--- src/rtl/serial_adder_pkg.sv ---
// -----------------------------------------------------------------------------
// serial_adder_pkg
//   Shared types and helpers for the digit-serial adder.
//   - state_e      : operand framing FSM states
//   - digit_cnt_w  : width of the digit index for a given digit count
// Optional feature macro used by the design: SERIAL_ADDER_SUB_EN
// -----------------------------------------------------------------------------
package serial_adder_pkg;

  typedef enum logic {
    ST_IDLE  = 1'b0,  // next accepted beat is digit 0 of a new operand
    ST_ACCUM = 1'b1   // partial operand in flight
  } state_e;

  // Digit index width; callers guarantee num_digits >= 2, so this is >= 1.
  function automatic int digit_cnt_w(input int num_digits);
    return $clog2(num_digits);
  endfunction

endpackage : serial_adder_pkg

--- src/rtl/digit_add_cell.sv ---
// -----------------------------------------------------------------------------
// digit_add_cell
//   Combinational DIGIT_W-bit adder slice with carry in/out and optional
//   inversion of operand b (used for A + ~B + 1 subtraction).
// Ports:
//   a, b      in   DIGIT_W  operand digits
//   cin       in   1        carry in
//   invert_b  in   1        1: add ~b instead of b
//   sum       out  DIGIT_W  sum digit
//   cout      out  1        carry out
// -----------------------------------------------------------------------------
module digit_add_cell #(
  parameter int DIGIT_W = 4
) (
  input  logic [DIGIT_W-1:0] a,
  input  logic [DIGIT_W-1:0] b,
  input  logic               cin,
  input  logic               invert_b,
  output logic [DIGIT_W-1:0] sum,
  output logic               cout
);

  logic [DIGIT_W-1:0] b_eff;
  logic [DIGIT_W:0]   total;

  // Full DIGIT_W+1 result so the carry is never truncated.
  assign b_eff = invert_b ? ~b : b;
  assign total = {1'b0, a} + {1'b0, b_eff} + {{DIGIT_W{1'b0}}, cin};
  assign sum   = total[DIGIT_W-1:0];
  assign cout  = total[DIGIT_W];

endmodule : digit_add_cell

--- src/rtl/serial_digit_adder.sv ---
// -----------------------------------------------------------------------------
// serial_digit_adder
//   Adds two wide operands delivered one DIGIT_W-bit digit per beat, LSB digit
//   first. Carry is chained across the NUM_DIGITS beats of one operand pair.
//   One registered sum digit is emitted per accepted beat (latency 1); the
//   final carry is presented with the last digit.
// Parameters:
//   DIGIT_W     bits per digit (>=1)
//   NUM_DIGITS  digits per operand (>=2)
// Ports:
//   clock      in   1        rising-edge clock
//   reset      in   1        synchronous, active-high
//   in_valid   in   1        in_a/in_b digit present
//   in_ready   out  1        digit can be accepted this cycle
//   in_a       in   DIGIT_W  operand A digit
//   in_b       in   DIGIT_W  operand B digit
//   in_sub     in   1        (SERIAL_ADDER_SUB_EN only) subtract, sampled on digit 0
//   out_valid  out  1        out_sum valid
//   out_ready  in   1        downstream accepts out_sum
//   out_sum    out  DIGIT_W  sum digit, LSB digit first
//   out_last   out  1        out_sum is the last digit of the operand
//   out_carry  out  1        final carry (no-borrow when subtracting), 0 unless out_last
//   busy       out  1        partial operand in flight
// Optional feature: define SERIAL_ADDER_SUB_EN to add in_sub and A-B support.
// -----------------------------------------------------------------------------
module serial_digit_adder #(
  parameter int DIGIT_W    = 4,
  parameter int NUM_DIGITS = 4
) (
  input  logic               clock,
  input  logic               reset,
  input  logic               in_valid,
  output logic               in_ready,
  input  logic [DIGIT_W-1:0] in_a,
  input  logic [DIGIT_W-1:0] in_b,
`ifdef SERIAL_ADDER_SUB_EN
  input  logic               in_sub,
`endif
  output logic               out_valid,
  input  logic               out_ready,
  output logic [DIGIT_W-1:0] out_sum,
  output logic               out_last,
  output logic               out_carry,
  output logic               busy
);

  import serial_adder_pkg::*;

  localparam int               CNT_W    = digit_cnt_w(NUM_DIGITS);
  localparam logic [CNT_W-1:0] LAST_IDX = CNT_W'(NUM_DIGITS - 1);

  state_e             state_q, state_d;
  logic [CNT_W-1:0]   idx_q, idx_d;
  logic               carry_q, carry_d;
  logic               out_valid_q, out_valid_d;
  logic [DIGIT_W-1:0] out_sum_q, out_sum_d;
  logic               out_last_q, out_last_d;
  logic               out_carry_q, out_carry_d;

  logic               accept;
  logic               is_first;
  logic               is_last;
  logic               cur_sub;
  logic               cell_cin;
  logic [DIGIT_W-1:0] cell_sum;
  logic               cell_cout;

  // One-entry output register: a new digit may enter whenever the slot is
  // empty or is being drained this very cycle, so there is no bubble.
  assign in_ready = !out_valid_q || out_ready;
  assign accept   = in_valid && in_ready;
  assign is_first = (state_q == ST_IDLE);
  assign is_last  = (idx_q == LAST_IDX);

`ifdef SERIAL_ADDER_SUB_EN
  logic sub_q, sub_d;

  // The operation is chosen by digit 0 and then locked for the operand.
  assign cur_sub = is_first ? in_sub : sub_q;
`else
  assign cur_sub = 1'b0;
`endif

  // Subtraction is A + ~B + 1: the +1 enters as the digit-0 carry in.
  assign cell_cin = is_first ? cur_sub : carry_q;

  digit_add_cell #(
    .DIGIT_W (DIGIT_W)
  ) u_cell (
    .a        (in_a),
    .b        (in_b),
    .cin      (cell_cin),
    .invert_b (cur_sub),
    .sum      (cell_sum),
    .cout     (cell_cout)
  );

  // Framing FSM: IDLE means the next beat is digit 0.
  always_comb begin
    // NOTE: every variable gets a default before any branch so no latch is inferred.
    state_d = state_q;
    unique case (state_q)
      ST_IDLE:  if (accept) state_d = ST_ACCUM;
      ST_ACCUM: if (accept && is_last) state_d = ST_IDLE;
      default:  state_d = ST_IDLE;
    endcase
  end

  // Datapath next state: digit index, carry chain and output register.
  always_comb begin
    idx_d       = idx_q;
    carry_d     = carry_q;
    out_valid_d = out_valid_q;
    out_sum_d   = out_sum_q;
    out_last_d  = out_last_q;
    out_carry_d = out_carry_q;
`ifdef SERIAL_ADDER_SUB_EN
    sub_d       = sub_q;
`endif
    if (accept) begin
      out_valid_d = 1'b1;
      out_sum_d   = cell_sum;
      out_last_d  = is_last;
      out_carry_d = is_last && cell_cout;
`ifdef SERIAL_ADDER_SUB_EN
      sub_d       = cur_sub;
`endif
      if (is_last) begin
        // Operand complete: the next beat starts fresh with no stale carry.
        idx_d   = '0;
        carry_d = 1'b0;
      end else begin
        idx_d   = idx_q + CNT_W'(1);
        carry_d = cell_cout;
      end
    end else if (out_ready) begin
      out_valid_d = 1'b0;
    end
  end

  // NOTE: sequential state uses non-blocking assignments so every register
  // samples pre-edge values regardless of statement order.
  always_ff @(posedge clock) begin
    if (reset) begin
      state_q     <= ST_IDLE;
      idx_q       <= '0;
      carry_q     <= 1'b0;
      out_valid_q <= 1'b0;
      out_sum_q   <= '0;
      out_last_q  <= 1'b0;
      out_carry_q <= 1'b0;
`ifdef SERIAL_ADDER_SUB_EN
      sub_q       <= 1'b0;
`endif
    end else begin
      state_q     <= state_d;
      idx_q       <= idx_d;
      carry_q     <= carry_d;
      out_valid_q <= out_valid_d;
      out_sum_q   <= out_sum_d;
      out_last_q  <= out_last_d;
      out_carry_q <= out_carry_d;
`ifdef SERIAL_ADDER_SUB_EN
      sub_q       <= sub_d;
`endif
    end
  end

  assign out_valid = out_valid_q;
  assign out_sum   = out_sum_q;
  assign out_last  = out_last_q;
  assign out_carry = out_carry_q;
  assign busy      = (idx_q != '0);

endmodule : serial_digit_adder

--- config.mk ---
export PLATFORM = sky130hd
export DESIGN_NAME = serial_digit_adder
export DESIGN_NICKNAME = d
export VERILOG_FILES = /design/src/rtl/serial_adder_pkg.sv /design/src/rtl/digit_add_cell.sv /design/src/rtl/serial_digit_adder.sv
export SDC_FILE = /design/constraint.sdc
export NUM_CORES = 1
export LEC_CHECK = 0
export BUFFER_PORTS_ARGS = -buffer_cell sky130_fd_sc_hd__buf_2
export CAP_MARGIN = 20
export CORE_MARGIN = 5
export CORE_UTILIZATION = 48
export CTS_CLUSTER_DIAMETER = 100
export CTS_CLUSTER_SIZE = 16
export DETAILED_ROUTE_END_ITERATION = 8
export PLACE_DENSITY = 0.75
export SYNTH_ARGS = -nofsm -noshare
export SYNTH_HDL_FRONTEND = slang
export SYNTH_HIERARCHICAL = 1
export SYNTH_SLANG_ARGS = --single-unit
--- constraint.sdc ---
create_clock -name clock -period 2.1 [get_ports clock]
set_clock_uncertainty 0.1 [all_clocks]
set_input_delay 0.21 -clock clock [delete_from_list [all_inputs] [get_ports clock]]
set_output_delay 0.21 -clock clock [all_outputs]
set_load 0.05 [all_outputs]
=== Word-level counts from Yosys, hierarchy flattened ===
Index checks and enable logic that the tools add are counted.

* Equal/unequal tests: 1
* Add/sub/neg operators: 3
* Bitwise operators: 1
* Muxes and demuxes: 8
* Reductions and logical operators: 7

{| class="wikitable"
|+ Operators with widths
! kind !! count
|-
| two-way mux 1 bit || 6
|-
| adder 4 x 4 -> 5 bit || 1
|-
| adder 5 x 1 -> 5 bit || 1
|-
| nonzero test 2 bit || 2
|-
| logical AND 1 bit || 3
|-
| adder 2 x 1 -> 2 bit, second input constant || 1
|-
| == test 2 bit, second input constant || 1
|-
| two-way mux 2 bit || 1
|-
| one-hot mux 1 bit (2 select lines) || 1
|-
| zero test 1 bit || 1
|-
| logical OR 1 bit || 1
|-
| inverter 1 bit || 1
|}

* Input bits: 12
* Output and inout port bits: 9
* Word-level logic and storage cells: 27
* Register bits: 11

=== Longest topological paths before layout ===
* Word-level depth: 6
* Mapped depth: 9
* Mapped depth without buffers: 9

=== Cells and area by module ===
Netlist, hierarchy kept.

{| class="wikitable"
|+ By module, submodules not included
! module !! seq. area each (sq um) !! cells each !! area each (sq um) !! times used
|-
| serial_digit_adder || 220.2 || 59 || 513.0 || 1
|-
| digit_add_cell || 0.0 || 19 || 175.2 || 1
|}

=== Least setup slack after synthesis ===
No wires, ideal clock.

* Kind: register -> register
* Start: register state_q
* End: register carry_q
* Cell stages (with the launch flop): 10
* Arrival time: 1,610 ps
* Slack: 269 ps
* Period minus slack after synthesis: 1,831 ps
* Library setup time: 121 ps
* Cells stage by stage: dfxtp_1 -> and2_1 -> inv_1 -> fa_1 -> inv_1 -> fa_1 -> a21o_2 -> a21o_1 -> nand4b_1 -> a21oi_1

* Longest elaborated chain between the ends: 3

{| class="wikitable"
|+ Ends and longest elaborated chain
! element !! line !! text
|-
| start, declared || serial_digit_adder.sv:52 || <nowiki>state_e state_q, state_d;</nowiki>
|-
| start signal, assigned || serial_digit_adder.sv:156 || <nowiki>state_q <= state_d;</nowiki>
|-
| two-way mux 1 bit || serial_digit_adder.sv:85 || <nowiki>assign cell_cin = is_first ? cur_sub : carry_q;</nowiki>
|-
| via cell_cin || serial_digit_adder.sv:64 || <nowiki>logic cell_cin;</nowiki>
|-
| adder 5 x 1 -> 5 bit || digit_add_cell.sv:28 || <nowiki>assign total = {1'b0, a} + {1'b0, b_eff} + {{DIGIT_W{1'b0}}, cin};</nowiki>
|-
| via cell_cout || serial_digit_adder.sv:66 || <nowiki>logic cell_cout;</nowiki>
|-
| two-way mux 1 bit || serial_digit_adder.sv:128 || <nowiki>if (is_last) begin</nowiki>
|-
| end signal, assigned || serial_digit_adder.sv:158 || <nowiki>carry_q <= carry_d;</nowiki>
|-
| end, declared || serial_digit_adder.sv:54 || <nowiki>logic carry_q, carry_d;</nowiki>
|}

The timed path passes the listed nets, and every way through them passes these cells.
A chain may end at the register's enable or synchronous reset.

=== Worst setup path in the final report ===
Ends and elaborated chain as after synthesis.

==> impl_metrics.tcl <==
set metrics [dict create \
    cts_tree "done" \
    yosys_warnings 6 \
    vias 600 \
    root_buffer "clkbuf_4" \
    cts_buffers 3 \
    fin_util_pct 60.79 \
    dp_hpwl_um 1015 \
    antenna_found_initial 0 \
    initial_utilization_pct 51.59 \
    wire_per_inst_um 11.91 \
    core-area_sq_um 1334 \
    diodes 0 \
    max_freq_mhz 513.4 \
    powerDensity_nw_per_um2 688.1 \
    p_total_mw 0.5579 \
    portBuffers 20 \
    fin_area_sq_um 810.8 \
    place.gp.congestion 0.8109 \
    place_area_sq_um 784.5 \
    p_leak_nw 0.3919 \
    vias_per_cell 5.217 \
    rows 13 \
    tns_ps 0 \
    cap_violations 0 \
    synth-xor-area-share_pct 7.636 \
    dr.pass1.iters 4 \
    cp-start-kind "flop" \
    crit_arrival_ps 2000 \
    cts_htree_levels 1 \
    ios 21 \
    worstSetupPathType "reg2reg" \
    cts_resized 0 \
    drc 0 \
    drive_gt1_share_pct 30.00 \
    cts.sinks 11 \
    grt_pass1_vias 567 \
    synth_adder_area_share_pct 14.91 \
    peakVddDrop_mv 0.4902 \
    setup_viol 0 \
    clk_latency_ps 260 \
    cts.clk_slew.worst_paths_ps 80 \
    outcome "finished clean" \
    critPathCaptureType "flop" \
    worst_slack_ps 152.2 \
    ys_seq_area_share_pct 32.00 \
    hold_buffers 0 \
    fin_hold_ws_ps 178.0 \
    crit_required_ps 2150 \
    grt_setup_unrepaired "false" \
    crit_fanout 3 \
    grt_start_max_net_pins 13 \
    drv_slew 0 \
    dp_worst_setup_slack_ps 166.6 \
    post-route-period-util_pct 92.75 \
    synth_mux_area_share_pct 0 \
    hold_path_class "in2reg" \
    drtIter0Drc 13 \
    die_w_um 47.87 \
    synth_cells 78 \
    synth_compound_area_share_pct 19.82 \
    die_area_sq_um 2291 \
    antenna_left 0 \
    die_height_um 47.87 \
    rrSetupSlack_ps 150 \
    clockBufferDepth 2 \
    fin_crit_ps 1948 \
    synth_top_family_by_area "compound AO/OA/AOI/OAI gates" \
    synth_cell_types 28 \
    grt_overflow_total 0 \
    synth_area_per_cell_sq_um 8.823 \
    postCtsSetupBuffers 0 \
    grt_pass1_wl_um 2352 \
    finalNonFillerCells 115 \
    synth_area_sq_um 688.2 \
    wl_um 1370 \
    ys_ff_latch 11 \
    final_nets 120 \
    synthSimpleGateAreaFrac_pct 15.09 \
    final_hold_viol_count 0 \
    dp_cells 111 \
    synthToLayoutAreaGrowth_pct 17.82 \
    grt_usage_pct 14.25 \
]
[power by group]
group          internal (mW)  switching (mW)  total [mW]
combinational         0.0628           0.117       0.180
clock                 0.0732          0.0713       0.145
sequential             0.225         0.00810       0.233
total                  0.361           0.197       0.558
[final cells by class]
class / count / area [sq um]
Sequential cell: 11 / 220.2
Timing Repair Buffer: 20 / 100.1
Fill cell: 131 / 523.0
Multi-Input combinational cell: 56 / 410.4
Inverter: 9 / 35.03
Tap cell: 15 / 18.77
Clock buffer: 4 / 26.28
[metal layers]
metal / global-route usage [%] / vias up / routed length (um)
li1: - / 304 / -
met1: 19.20 / 274 / 619
met2: 23.22 / 20 / 630
met3: 3.008 / 2 / 100
met4: 3.226 / 0 / 19
met5: 0 / - / 0
[cell families (layout without fill, tap and decap cells)]
family,count (synthesis),count (layout)
AOI/OAI and AO/OA,23,23
and+or+nand+nor,16,16
buffers and inverters,14,33
DFF,11,11
adders and majority gates,7,7
xor gates and xnor gates,6,6
other,1,4
[layout by cell type, fill, tap and decap left out, types with 2 or more instances in the layout]
cell type / instances
a21o_1: 2
a21oi_1: 9
buf_2: 20
clkbuf_4: 3
conb_1: 4
dfxtp_1: 11
fa_1: 2
ha_1: 5
inv_1: 8
nand3_1: 7
nor3_1: 2
o21ai_0: 4
o21ai_1: 4
xnor2_1: 2
xor2_1: 4
[Yosys cell counts]
library cell / instances / area (sq um)
dfxtp_1: 11 / 220.2
a21oi_1: 9 / 45.04
inv_1: 8 / 30.03
nand3_1: 7 / 35.03
ha_1: 5 / 62.56
o21ai_0: 4 / 20.02
o21ai_1: 4 / 20.02
xor2_1: 4 / 35.03
buf_2: 3 / 15.01
a21o_1: 2 / 15.01
fa_1: 2 / 40.04
nor3_1: 2 / 10.01
xnor2_1: 2 / 17.52
a21o_2: 1 / 8.760
a21oi_2: 1 / 8.760
a31oi_1: 1 / 6.260
and2_1: 1 / 6.260
buf_4: 1 / 7.510
buf_6: 1 / 11.26
clkinv_2: 1 / 5.000
conb_1: 1 / 3.750
nand2_1: 1 / 3.750
nand4_2: 1 / 12.51
nand4b_1: 1 / 8.760
nor2_1: 1 / 3.750
nor2b_4: 1 / 13.76
nor3_2: 1 / 10.01
o31ai_2: 1 / 12.51
[worst paths after layout]
path,cells after the start,from,end
max,9,state_q,carry_q
min,2,reset,out_carry
max reg2reg,9,state_q,carry_q
min reg2reg,2,out_last,out_last
[state kept, by name, indices dropped and copies added (netlist names)]
signal	count
out_last	1
idx_q	2
out_valid	1
out_carry	1
carry_q	1
state_q	1
out_sum	4
[worst max-delay path, stage by stage (launching register included)]
cell and delay [ps]:
dfxtp_1 330, and2_1 150, inv_1 70, fa_1 160, inv_1 60, fa_1 400
a21o_2 210, a21o_1 200, nand4b_1 100, a21oi_1 70
Note: power is estimated with default switching activity, not from simulation.
